$ cat src/rtl/loader_pkg.sv
// Shared definitions for the serial flash loader: FSM state encoding and
// the frame constants used by the loader and anything that talks to it.
package loader_pkg;

   // Loader FSM states, in the order a healthy frame walks through them.
   typedef enum logic [2:0] {
      ST_IDLE   = 3'd0,
      ST_LEN_LO = 3'd1,
      ST_LEN_HI = 3'd2,
      ST_DATA   = 3'd3,
      ST_CSUM   = 3'd4,
      ST_DONE   = 3'd5,
      ST_ERR    = 3'd6
   } state_t;

   // First byte of every frame.
   localparam logic [7:0] SYNC_BYTE = 8'hA5;

   // Instruction memory capacity in 32-bit words (2 KiB of flash).
   localparam int MAX_WORDS = 512;

endpackage

$ cat src/rtl/flash_loader.sv
// Serial boot loader: receives a framed program image one byte at a time,
// assembles little-endian 32-bit words, writes them to instruction memory
// and releases the CPU core from reset once a frame checks out.
//
// Frame: A5, count_lo, count_hi, count*4 data bytes, XOR checksum of data.
// rx_valid is a one-cycle strobe with no back-pressure; bytes may arrive on
// consecutive cycles. flash_en is a one-cycle strobe with no ready; the
// memory must accept a write in the cycle it is presented.
module flash_loader
   import loader_pkg::*;
#(
   parameter int WIDTH   = 32,
   parameter int ADDR_W  = 11,
   parameter int TIMEOUT = 100000
) (
   input  logic              clk,
   input  logic              rst,
   input  logic              rx_valid,
   input  logic [7:0]        rx_data,
   output logic              flash_en,
   output logic [ADDR_W-1:0] flash_addr,
   output logic [WIDTH-1:0]  flash_data,
   output logic              core_rst,
   output logic              done,
   output logic              error
);

   // Idle counter is wide enough to hold TIMEOUT-1.
   localparam int            TW         = $clog2(TIMEOUT + 1);
   localparam logic [TW-1:0] IDLE_LIMIT = TW'(TIMEOUT - 1);

   state_t              state;
   logic [7:0]          len_lo;
   logic [9:0]          words_left;
   logic [1:0]          byte_idx;
   logic [23:0]         word_buf;
   logic [ADDR_W-1:0]   next_addr;
   logic [7:0]          csum;
   logic [TW-1:0]       idle_cnt;

   logic                frame_active;
   logic                timed_out;
   logic                sync_seen;
   logic [15:0]         len_req;

   // A frame is "open" between the sync byte and the checksum byte; only
   // then does the inter-byte watchdog run.
   assign frame_active = (state == ST_LEN_LO) || (state == ST_LEN_HI) ||
                         (state == ST_DATA)   || (state == ST_CSUM);

   // A byte arriving in the expiry cycle wins, so rx_valid masks the timeout.
   assign timed_out    = frame_active && !rx_valid && (idle_cnt == IDLE_LIMIT);

   assign sync_seen    = rx_valid && (rx_data == SYNC_BYTE);

   // Full word count, valid while the high length byte is on rx_data.
   assign len_req      = {rx_data, len_lo};

   // Inter-byte idle counter: cleared by every byte and outside a frame.
   always_ff @(posedge clk) begin
      if (rst || !frame_active || rx_valid) begin
         idle_cnt <= '0;
      end else if (idle_cnt != IDLE_LIMIT) begin
         idle_cnt <= idle_cnt + TW'(1);
      end
   end

   // Frame FSM with registered outputs; writes already issued are never undone.
   always_ff @(posedge clk) begin
      if (rst) begin
         state      <= ST_IDLE;
         flash_en   <= 1'b0;
         flash_addr <= '0;
         flash_data <= '0;
         core_rst   <= 1'b1;
         done       <= 1'b0;
         error      <= 1'b0;
         len_lo     <= '0;
         words_left <= '0;
         byte_idx   <= '0;
         word_buf   <= '0;
         next_addr  <= '0;
         csum       <= '0;
      end else begin
         flash_en <= 1'b0;

         case (state)
            ST_IDLE: begin
               if (sync_seen) begin
                  state     <= ST_LEN_LO;
                  next_addr <= '0;
                  csum      <= '0;
                  byte_idx  <= '0;
               end
            end

            ST_LEN_LO: begin
               if (rx_valid) begin
                  len_lo <= rx_data;
                  state  <= ST_LEN_HI;
               end else if (timed_out) begin
                  state <= ST_ERR;
                  error <= 1'b1;
               end
            end

            ST_LEN_HI: begin
               if (rx_valid) begin
                  if (len_req == 16'd0) begin
                     state <= ST_CSUM;
                  end else if (len_req > 16'(MAX_WORDS)) begin
                     state <= ST_ERR;
                     error <= 1'b1;
                  end else begin
                     words_left <= len_req[9:0];
                     state      <= ST_DATA;
                  end
               end else if (timed_out) begin
                  state <= ST_ERR;
                  error <= 1'b1;
               end
            end

            ST_DATA: begin
               if (rx_valid) begin
                  csum <= csum ^ rx_data;
                  if (byte_idx == 2'd3) begin
                     // Fourth byte completes the word: strobe it out next cycle.
                     flash_en   <= 1'b1;
                     flash_addr <= next_addr;
                     flash_data <= WIDTH'({rx_data, word_buf});
                     next_addr  <= next_addr + ADDR_W'(4);
                     byte_idx   <= 2'd0;
                     words_left <= words_left - 10'd1;
                     if (words_left == 10'd1) begin
                        state <= ST_CSUM;
                     end
                  end else begin
                     word_buf[8*byte_idx +: 8] <= rx_data;
                     byte_idx                  <= byte_idx + 2'd1;
                  end
               end else if (timed_out) begin
                  state <= ST_ERR;
                  error <= 1'b1;
               end
            end

            ST_CSUM: begin
               if (rx_valid) begin
                  if (rx_data == csum) begin
                     state    <= ST_DONE;
                     done     <= 1'b1;
                     core_rst <= 1'b0;
                     error    <= 1'b0;
                  end else begin
                     state <= ST_ERR;
                     error <= 1'b1;
                  end
               end else if (timed_out) begin
                  state <= ST_ERR;
                  error <= 1'b1;
               end
            end

            ST_DONE: begin
               // Program is loaded; the core runs until the next system reset.
            end

            ST_ERR: begin
               if (sync_seen) begin
                  state     <= ST_LEN_LO;
                  error     <= 1'b0;
                  next_addr <= '0;
                  csum      <= '0;
                  byte_idx  <= '0;
               end
            end

            default: begin
               state <= ST_IDLE;
            end
         endcase
      end
   end

endmodule

$ cat config.mk
export PLATFORM = sky130hd
export DESIGN_NAME = flash_loader
export DESIGN_NICKNAME = d
export VERILOG_FILES = /design/src/rtl/loader_pkg.sv /design/src/rtl/flash_loader.sv
export SDC_FILE = /design/constraint.sdc
export NUM_CORES = 1
export LEC_CHECK = 0
export BUFFER_PORTS_ARGS = -buffer_cell sky130_fd_sc_hd__buf_2
export CORE_UTILIZATION = 58
export CTS_CLUSTER_DIAMETER = 100
export DETAILED_ROUTE_END_ITERATION = 8
export HOLD_SLACK_MARGIN = 0.08
export MAX_ROUTING_LAYER = met4
export PLACE_DENSITY_LB_ADDON = 0.2
export SETUP_SLACK_MARGIN = 0.2
export SKIP_LAST_GASP = 1
export SYNTH_ARGS = -nofsm -noshare
export SYNTH_HDL_FRONTEND = slang
export SYNTH_SLANG_ARGS = --single-unit
$ cat constraint.sdc
create_clock -name clk -period 2.85 [get_ports clk]
set_clock_uncertainty 0.15 [all_clocks]
set_input_delay 0.285 -clock clk [delete_from_list [all_inputs] [get_ports clk]]
set_output_delay 0.285 -clock clk [all_outputs]
set_load 0.05 [all_outputs]
==> key figures, run 1 <==
Status
  • Status: complete, no violations

Drt
  • DRT antenna net count: 0
  • TritonRoute pass-1 iters: 5
  • Routed WL: 14.3 mm
  • Vias: 5398
  • Number of vias per cell: 5.92
  • Iteration-0 DRC count of the detailed router: 378
  • Wire length per cell: 15.7 microns
  • DRC viols: 0

CTS
  • CTS max path bufs: 2
  • TritonCTS Sinks: 126
  • Num CTS Buffers: 17
  • CTS root buf: clkbuf_8
  • H-Tree Depth: 4
  • Clock latency at the later pin of the worst-skew pair: 520 ps
  • Clock transition at the registers of the reported paths: 60 ps
  • CTS tree: done

Synthesis
  • Main area contributors after synthesis: dfxtp_1 44%, a21oi_1 9.2%, nand2_1 8.9%
  • Ys Warns: 0
  • Multiplexer share of the synthesized area: 1.91%
  • Top-area cell type share of the netlist area: 43.8%
  • Adder-Cell Fraction of Synth Area: 1.96%
  • Async SR Flop Fraction: 0%
  • Largest family of logic cells by synthesized area: simple AND/OR/NAND/NOR gates
  • Compound-Gate Fraction of Synth Area: 17.8%
  • Mapped cell area: 5750 sq um
  • Post-Synthesis Cells: 718
  • Post-synth top area cell: dfxtp_1
  • Synthesized area per cell: 8.01 sq um
  • Post-synthesis xor/xnor area fraction: 3.20%
  • Post-synthesis simple-gate area fraction: 26.7%
  • Seq cells post-synth: 126
  • Register area share after synthesis: 43.8%
  • Main synth FF type: dfxtp_1
  • Library cells used by synthesis: 63
  • Number of synthesized flops with an enable pin: 0

Power
  • Lkg Pwr: 2.46 nW
  • Switching power: 0.874 mW
  • Sw Ratio: 21.7%
  • Sequential Power Share: 43.8%
  • Pwr Density: 591 nW/um^2
  • Clock power share: 53.6%
  • VDD IR max: 643 uV
  • Pint: 3.15 mW
  • Comb pwr share: 2.6%

Finish
  • Area of the multi-input gates: 2980 sq um
  • Final core occ: 72.3%
  • Area growth, synth to finish: 18.4%
  • # diodes: 0
  • Filler cells: 778
  • Layout cells sized above 1: 15.1%
  • Fin nets: 790
  • FF+latch area: 2520 sq um

Floorplan
  • Die width: 102 microns
  • Core area: 9420 sq um
  • Area of the die: 10300 sq um
  • Die Y: 102 microns
  • Cell Rows: 35
  • Io pins: 58
  • Initial Utilization: 61.1%

Timing
  • Hold Vio Cnt, Final: 0
  • Setup violators final: 0
  • Peak Freq: 411 MHz
  • Fin Setup TNS: 0 ps
  • Period utilisation layout: 85.3%
  • Minimum clock period: 2430 ps
  • Worst Tran Pin Value: 704 ps
  • RSZ-0062 raised after global routing: no
  • Max_slew headroom: 53.1%
  • Slew Viols, Final: 0

Worst setup path
  • Crit Path Max Fanout: 17
  • Crit path kind: register to register
  • Crit path arrival time: 2640 ps
  • R2R setup slack: 420 ps
  • Crit start category: register
  • CP Data Required Time: 3060 ps
  • Critical path launch point: state[2]$_SDFFE_PP0P_
  • R2r worst-path depth: 6
  • CP Capture Type: register
  • Critical R2R Launch: state[2]$_SDFFE_PP0P_

Worst hold path
  • Min-delay src: rx_valid
  • HP Class: input port to register
  • Hold Path Stages: 4

Global routing
  • Global-route wire length before repair: 23.9 mm
  • GRT Total Usage: 30.6%
  • Grt total ovfl: 0
  • Number of global-route vias before repair: 5038
  • Largest net degree at the start of global routing: 72
  • Antenna violations before repair: 0

Place
  • Port Buf Inserts: 55
  • GPL Wtd Cong: 0.928
  • Post-detail-place hpwl: 9.37 mm

Flow run
  • Max-Cap Viols: 0
[worst paths after layout]
kind / endpoint
max reg2reg: state[1]$_SDFFE_PP0P_
min reg2reg: flash_addr[8]$_SDFFE_PP0P_
min: done$_SDFFE_PP0P_
max: state[1]$_SDFFE_PP0P_
[kinds of logic after synthesis]
| logic type | count (synthesis) |
|---|---|
| flops | 126 |
| xor+xnor | 21 |
| buf+inv | 63 |
| simple gates | 314 |
| fa+ha+maj | 9 |
| compound gates | 173 |
| mux | 11 |
| other cells | 1 |
[cell type report]
class	count	area share (%)
Timing Repair Buffer	82	7.35
Clock buffer	19	6.34
Inverter	13	0.717
Tap cell	129	2.37
Clock inverter	13	2.41
Multi-Input combinational cell	530	43.8
Sequential cell	126	37.1
[cell usage after synthesis (all sizes together), types with 2 or more instances]
master and count:
a211oi 4, a21o 3, a21oi 106, a31oi 3, a41oi 2, and2 4, and3 7, and4 5
buf 16, clkbuf 34, dfxtp 126, ha 9, inv 13, mux2i 11, nand2 137, nand2b 2
nand3 38, nand3b 10, nand4 10, nor2 52, nor2b 4, nor3 11, nor3b 5, nor4 3
nor4bb 3, o21a 5, o21ai 23, o2bb2ai 2, o31a 2, o31ai 4, o32ai 8, or2 3
or3 13, or4 3, xnor2 12, xor2 9
[cells in the final DEF, fill, tap and decap left out, drive strengths merged, types with 8 or more instances in the layout]
cell type,synthesis,routed
nand3b,10,10
ha,9,9
nor3,11,11
a21oi,106,106
mux2i,11,11
o21ai,23,23
nor2,52,52
or3,13,13
xnor2,12,12
xor2,9,9
inv,13,15
clkbuf,34,19
nand3,38,38
dfxtp,126,126
buf,16,73
dlygate4sd3,0,9
nand4,10,10
nand2,137,137
o32ai,8,8
[registers in the layout, summed over array words and instances (netlist names)]
name,flops
done,1
len_lo,8
idle_cnt,17
next_addr,9
words_left,10
csum,8
flash_data,32
core_rst,1
error,1
flash_en,1
state,3
flash_addr,9
byte_idx,2
word_buf,24
[metrics by stage]
stage	instance area, sq um	setup slack (ps)	hold WS, ps	cells	power, mW
floorplan	5760	720	282	719	1.87
global placement	6090	653	285	868	1.89
detailed placement	6090	353	291	868	1.89
CTS	6780	316	146	909	4.04
global route	6810	224	241	912	4.13
finish	6810	419	179	912	4.02
[repair_timing]
action,in CTS,in global routing
hold endpoints to repair,49,0
hold buffers,9,0
setup buffers,0,3
setup endpoints to repair,0,1
resized for setup,0,2
[power by group through the flow]
stage                     Clock (mW)  Combinational (mW)  Sequential (mW)
after floorplan                    0              0.0688             1.80
after global placement             0              0.0901             1.80
after detailed placement           0              0.0919             1.80
after CTS                       2.18               0.101             1.76
after global routing            2.26               0.112             1.76
final                           2.16               0.104             1.76
[routing by layer]
metal  global-route usage (%)  routed length (microns)  part of all wire, %  vias to the layer above
li1                         -                        -                    -                     2604
met3                     7.59                      844                  5.9                       39
met4                     13.3                      421                  2.9                        0
met1                     37.5                     6320                   44                     2563
met5                        -                        0                    0                        -
met2                     47.7                     6700                   47                      192
[critical path, stage by stage (launching register included)]
cell	delay, ps
dfxtp_1	620
nor2b_1	310
nor3_1	80
buf_4	190
a211oi_2	340
a21oi_1	140
a2111oi_0	430
Note: power is estimated with default switching activity, not from simulation.
==> run 2, diff against run 1 <==
--- a/config.mk
+++ b/config.mk
@@ -5,11 +5,12 @@
 export SDC_FILE = /design/constraint.sdc
 export NUM_CORES = 1
 export LEC_CHECK = 0
+export ABC_AREA = 1
 export BUFFER_PORTS_ARGS = -buffer_cell sky130_fd_sc_hd__buf_2
 export CORE_UTILIZATION = 58
 export CTS_CLUSTER_DIAMETER = 100
 export DETAILED_ROUTE_END_ITERATION = 8
-export HOLD_SLACK_MARGIN = 0.08
+export HOLD_SLACK_MARGIN = 0.05
 export MAX_ROUTING_LAYER = met4
 export PLACE_DENSITY_LB_ADDON = 0.2
 export SETUP_SLACK_MARGIN = 0.2
==> key figures, run 2 <==
Status
  • Status: complete, no violations

Worst setup path
  • Critical R2R Launch: state[0]$_SDFFE_PP0P_
  • R2r worst-path depth: 9
  • Crit path arrival time: 2740 ps
  • CP Data Required Time: 3160 ps
  • CP Capture Type: register
  • R2R setup slack: 420 ps
  • Crit Path Max Fanout: 28
  • Crit start category: register
  • Crit path kind: register to register
  • R2r endpoint: flash_data[21]$_SDFFE_PP0P_
  • Critical path launch point: state[0]$_SDFFE_PP0P_

Drt
  • Wire length per cell: 13.7 microns
  • Vias: 5429
  • DRT antenna net count: 0
  • Routed WL: 13.7 mm
  • DRC viols: 0
  • Iteration-0 DRC count of the detailed router: 360
  • Number of vias per cell: 5.45
  • TritonRoute pass-1 iters: 6

CTS
  • CTS root buf: clkbuf_8
  • Post-CTS Setup Repair Bufs: 0
  • TritonCTS Sinks: 126
  • Clock transition at the registers of the reported paths: 60 ps
  • Num CTS Buffers: 17
  • Clock latency at the later pin of the worst-skew pair: 530 ps
  • CTS max path bufs: 2
  • H-Tree Depth: 4
  • CTS tree: done

Flow run
  • Max-Cap Viols: 0

Finish
  • Most frequent cells in the layout: 135 x nand2_1, 126 x nor2_1, 126 x dfxtp_1
  • Layout cells sized above 1: 13.1%
  • Max FFs per register: 32
  • # diodes: 0
  • Post-Layout Cell Count: 997
  • Register with the most flip-flops: flash_data
  • Post-route cell area: 6790 sq um
  • Fin nets: 871
  • Commonest non-fill, non-tap cell in the layout: nand2_1
  • Final core occ: 69.5%
  • Area growth, synth to finish: 15.6%
  • Biggest regs: flash_data (32), word_buf (24), idle_cnt (17)

Timing
  • Worst Tran Pin Value: 661 ps
  • Slew Viols, Final: 0
  • Peak Freq: 411 MHz
  • Period utilisation layout: 85.4%
  • Setup violators final: 0
  • Max_slew headroom: 55.9%
  • RSZ-0062 raised after global routing: no
  • Minimum clock period: 2430 ps
  • Hold Vio Cnt, Final: 0
  • Worst setup margin: 415 ps
  • Fin Setup TNS: 0 ps

Power
  • Lkg Pwr: 2.96 nW
  • VDD IR max: 489 uV
  • Pwr Density: 653 nW/um^2

Synthesis
  • Library cells used by synthesis: 43
  • Post-Synthesis Cells: 802
  • Seq cells post-synth: 126
  • Number of synthesized flops with an enable pin: 0
  • Count leader, synth: nand2_1
  • Post-synth top area cell: dfxtp_1
  • Ys Warns: 0
  • Register area share after synthesis: 42.9%
  • Post-synth top cells: 135 x nand2_1, 126 x dfxtp_1, 126 x nor2_1, 84 x a21oi_1, 75 x o21ai_0
  • Mapped cell area: 5880 sq um
  • Synthesized area per cell: 7.33 sq um
  • Main area contributors after synthesis: dfxtp_1 43%, nand2_1 8.6%, nor2_1 8.0%
  • Async SR Flop Fraction: 0%
  • Top-area cell type share of the netlist area: 42.9%
  • Main synth FF type: dfxtp_1

Floorplan
  • Cell Rows: 36
  • Area of the die: 10500 sq um
  • Initial Utilization: 60.1%
  • Io pins: 58
  • Die Y: 103 microns
  • Die width: 103 microns
  • Core area: 9770 sq um

Place
  • Post-detail-place hpwl: 9.15 mm
  • DP Worst Slack: 457 ps
  • Port Buf Inserts: 55
  • DP Area: 6150 sq um
  • GPL Wtd Cong: 0.880
  • Placed cells: 957

Global routing
  • Global-route wire length before repair: 22.3 mm
  • Largest net degree at the start of global routing: 77
  • Antenna violations before repair: 0
  • GRT Total Usage: 28.2%
  • Number of global-route vias before repair: 4920
  • Grt total ovfl: 0

Worst hold path
  • Endpoint, Worst Hold: error$_SDFFE_PP0P_
  • HP Class: input port to register
  • Hold Path Stages: 5
  • Min-delay src: rx_valid
==> run 2: cell count changes in the layout (fill, tap and decap cells not counted), moves of 6 or more <==
cell | previous run | this run
o211a_1 | 0 | 7
nand4_1 | 9 | 15
and3_1 | 7 | 1
o21ai_0 | 22 | 75
a21oi_1 | 106 | 84
inv_1 | 13 | 54
nor2_1 | 51 | 126
buf_4 | 18 | 4
nand3_1 | 38 | 32
nand3b_1 | 10 | 0
o32ai_1 | 7 | 0
o21ai_1 | 1 | 16
mux2i_1 | 11 | 2
==> run 2: critical path: stages (launching register included) <==
cell and delay [ps]:
dfxtp_1 550, inv_2 140, nor2_8 200, inv_4 120, nor2_4 160, inv_2 80
nor2_8 330, buf_4 330, o21ai_0 120, a21oi_1 160
==> run 2: kinds of logic after synthesis <==
kind of cell	share of synthesized area [%]
AOI/OAI and AO/OA	17.4
xor gates and xnor gates	3.28
adders and majority gates	1.92
buffers and inverters	7.69
DFF	42.9
muxes	0.341
other	0.0638
and+or+nand+nor	26.4
==> run 2: what timing repair did <==
action / CTS / global route
gates resized for setup: 0 / 2
hold buffers: 8 / 0
setup endpoints to repair: 0 / 1
hold endpoints to repair: 23 / 0
==> run 2: metrics by stage <==
stage          power, mW  hold slack [ps]
4_1_cts             4.46             90.7
3_5_place_dp        2.42              294
3_3_place_gp        2.40              292
5_1_grt             4.61              149
6_report            4.44              111
2_1_floorplan       2.31              280
==> run 2: final cells by class <==
class                   instances  area, sq um
inverters                      64          255
multi-input cells             575         2910
repair buffers                 67          385
fillers                       821         2980
flip-flops and latches        126         2520
well taps                     133          166
clock inverters                 7         85.1
clock buffers                  25          474
==> run 2: worst max path at each step <==
| stage | end | slack (ps) | cells past startpoint |
|---|---|---|---|
| global route | flash_data[24]$_SDFFE_PP0P_ | 210 | 9 |
| floorplan | flash_addr[10]$_SDFFE_PP0P_ | 1050 | 12 |
| CTS | flash_data[21]$_SDFFE_PP0P_ | 440 | 9 |
| global placement | next_addr[2]$_SDFFE_PP0P_ | 560 | 10 |
| finish | flash_data[21]$_SDFFE_PP0P_ | 420 | 9 |
| detailed placement | flash_data[21]$_SDFFE_PP0P_ | 460 | 9 |
==> run 2: power by group <==
part	switching [mW]	total (mW)	leakage (nW)	internal, mW
Clock	0.726	2.03	0.280	1.31
Combinational	0.379	0.544	1.67	0.165
Sequential	0.0476	1.86	1.02	1.81
Total	1.15	4.44	2.96	3.28
==> run 2: routing by layer <==
layer	part of all wire [%]	vias to the layer above	track usage [%]
li1	-	2737	-
met1	44	2543	32.2
met2	50	120	47.3
met3	3.9	29	6.92
met4	1.9	0	11.4
met5	0	-	-
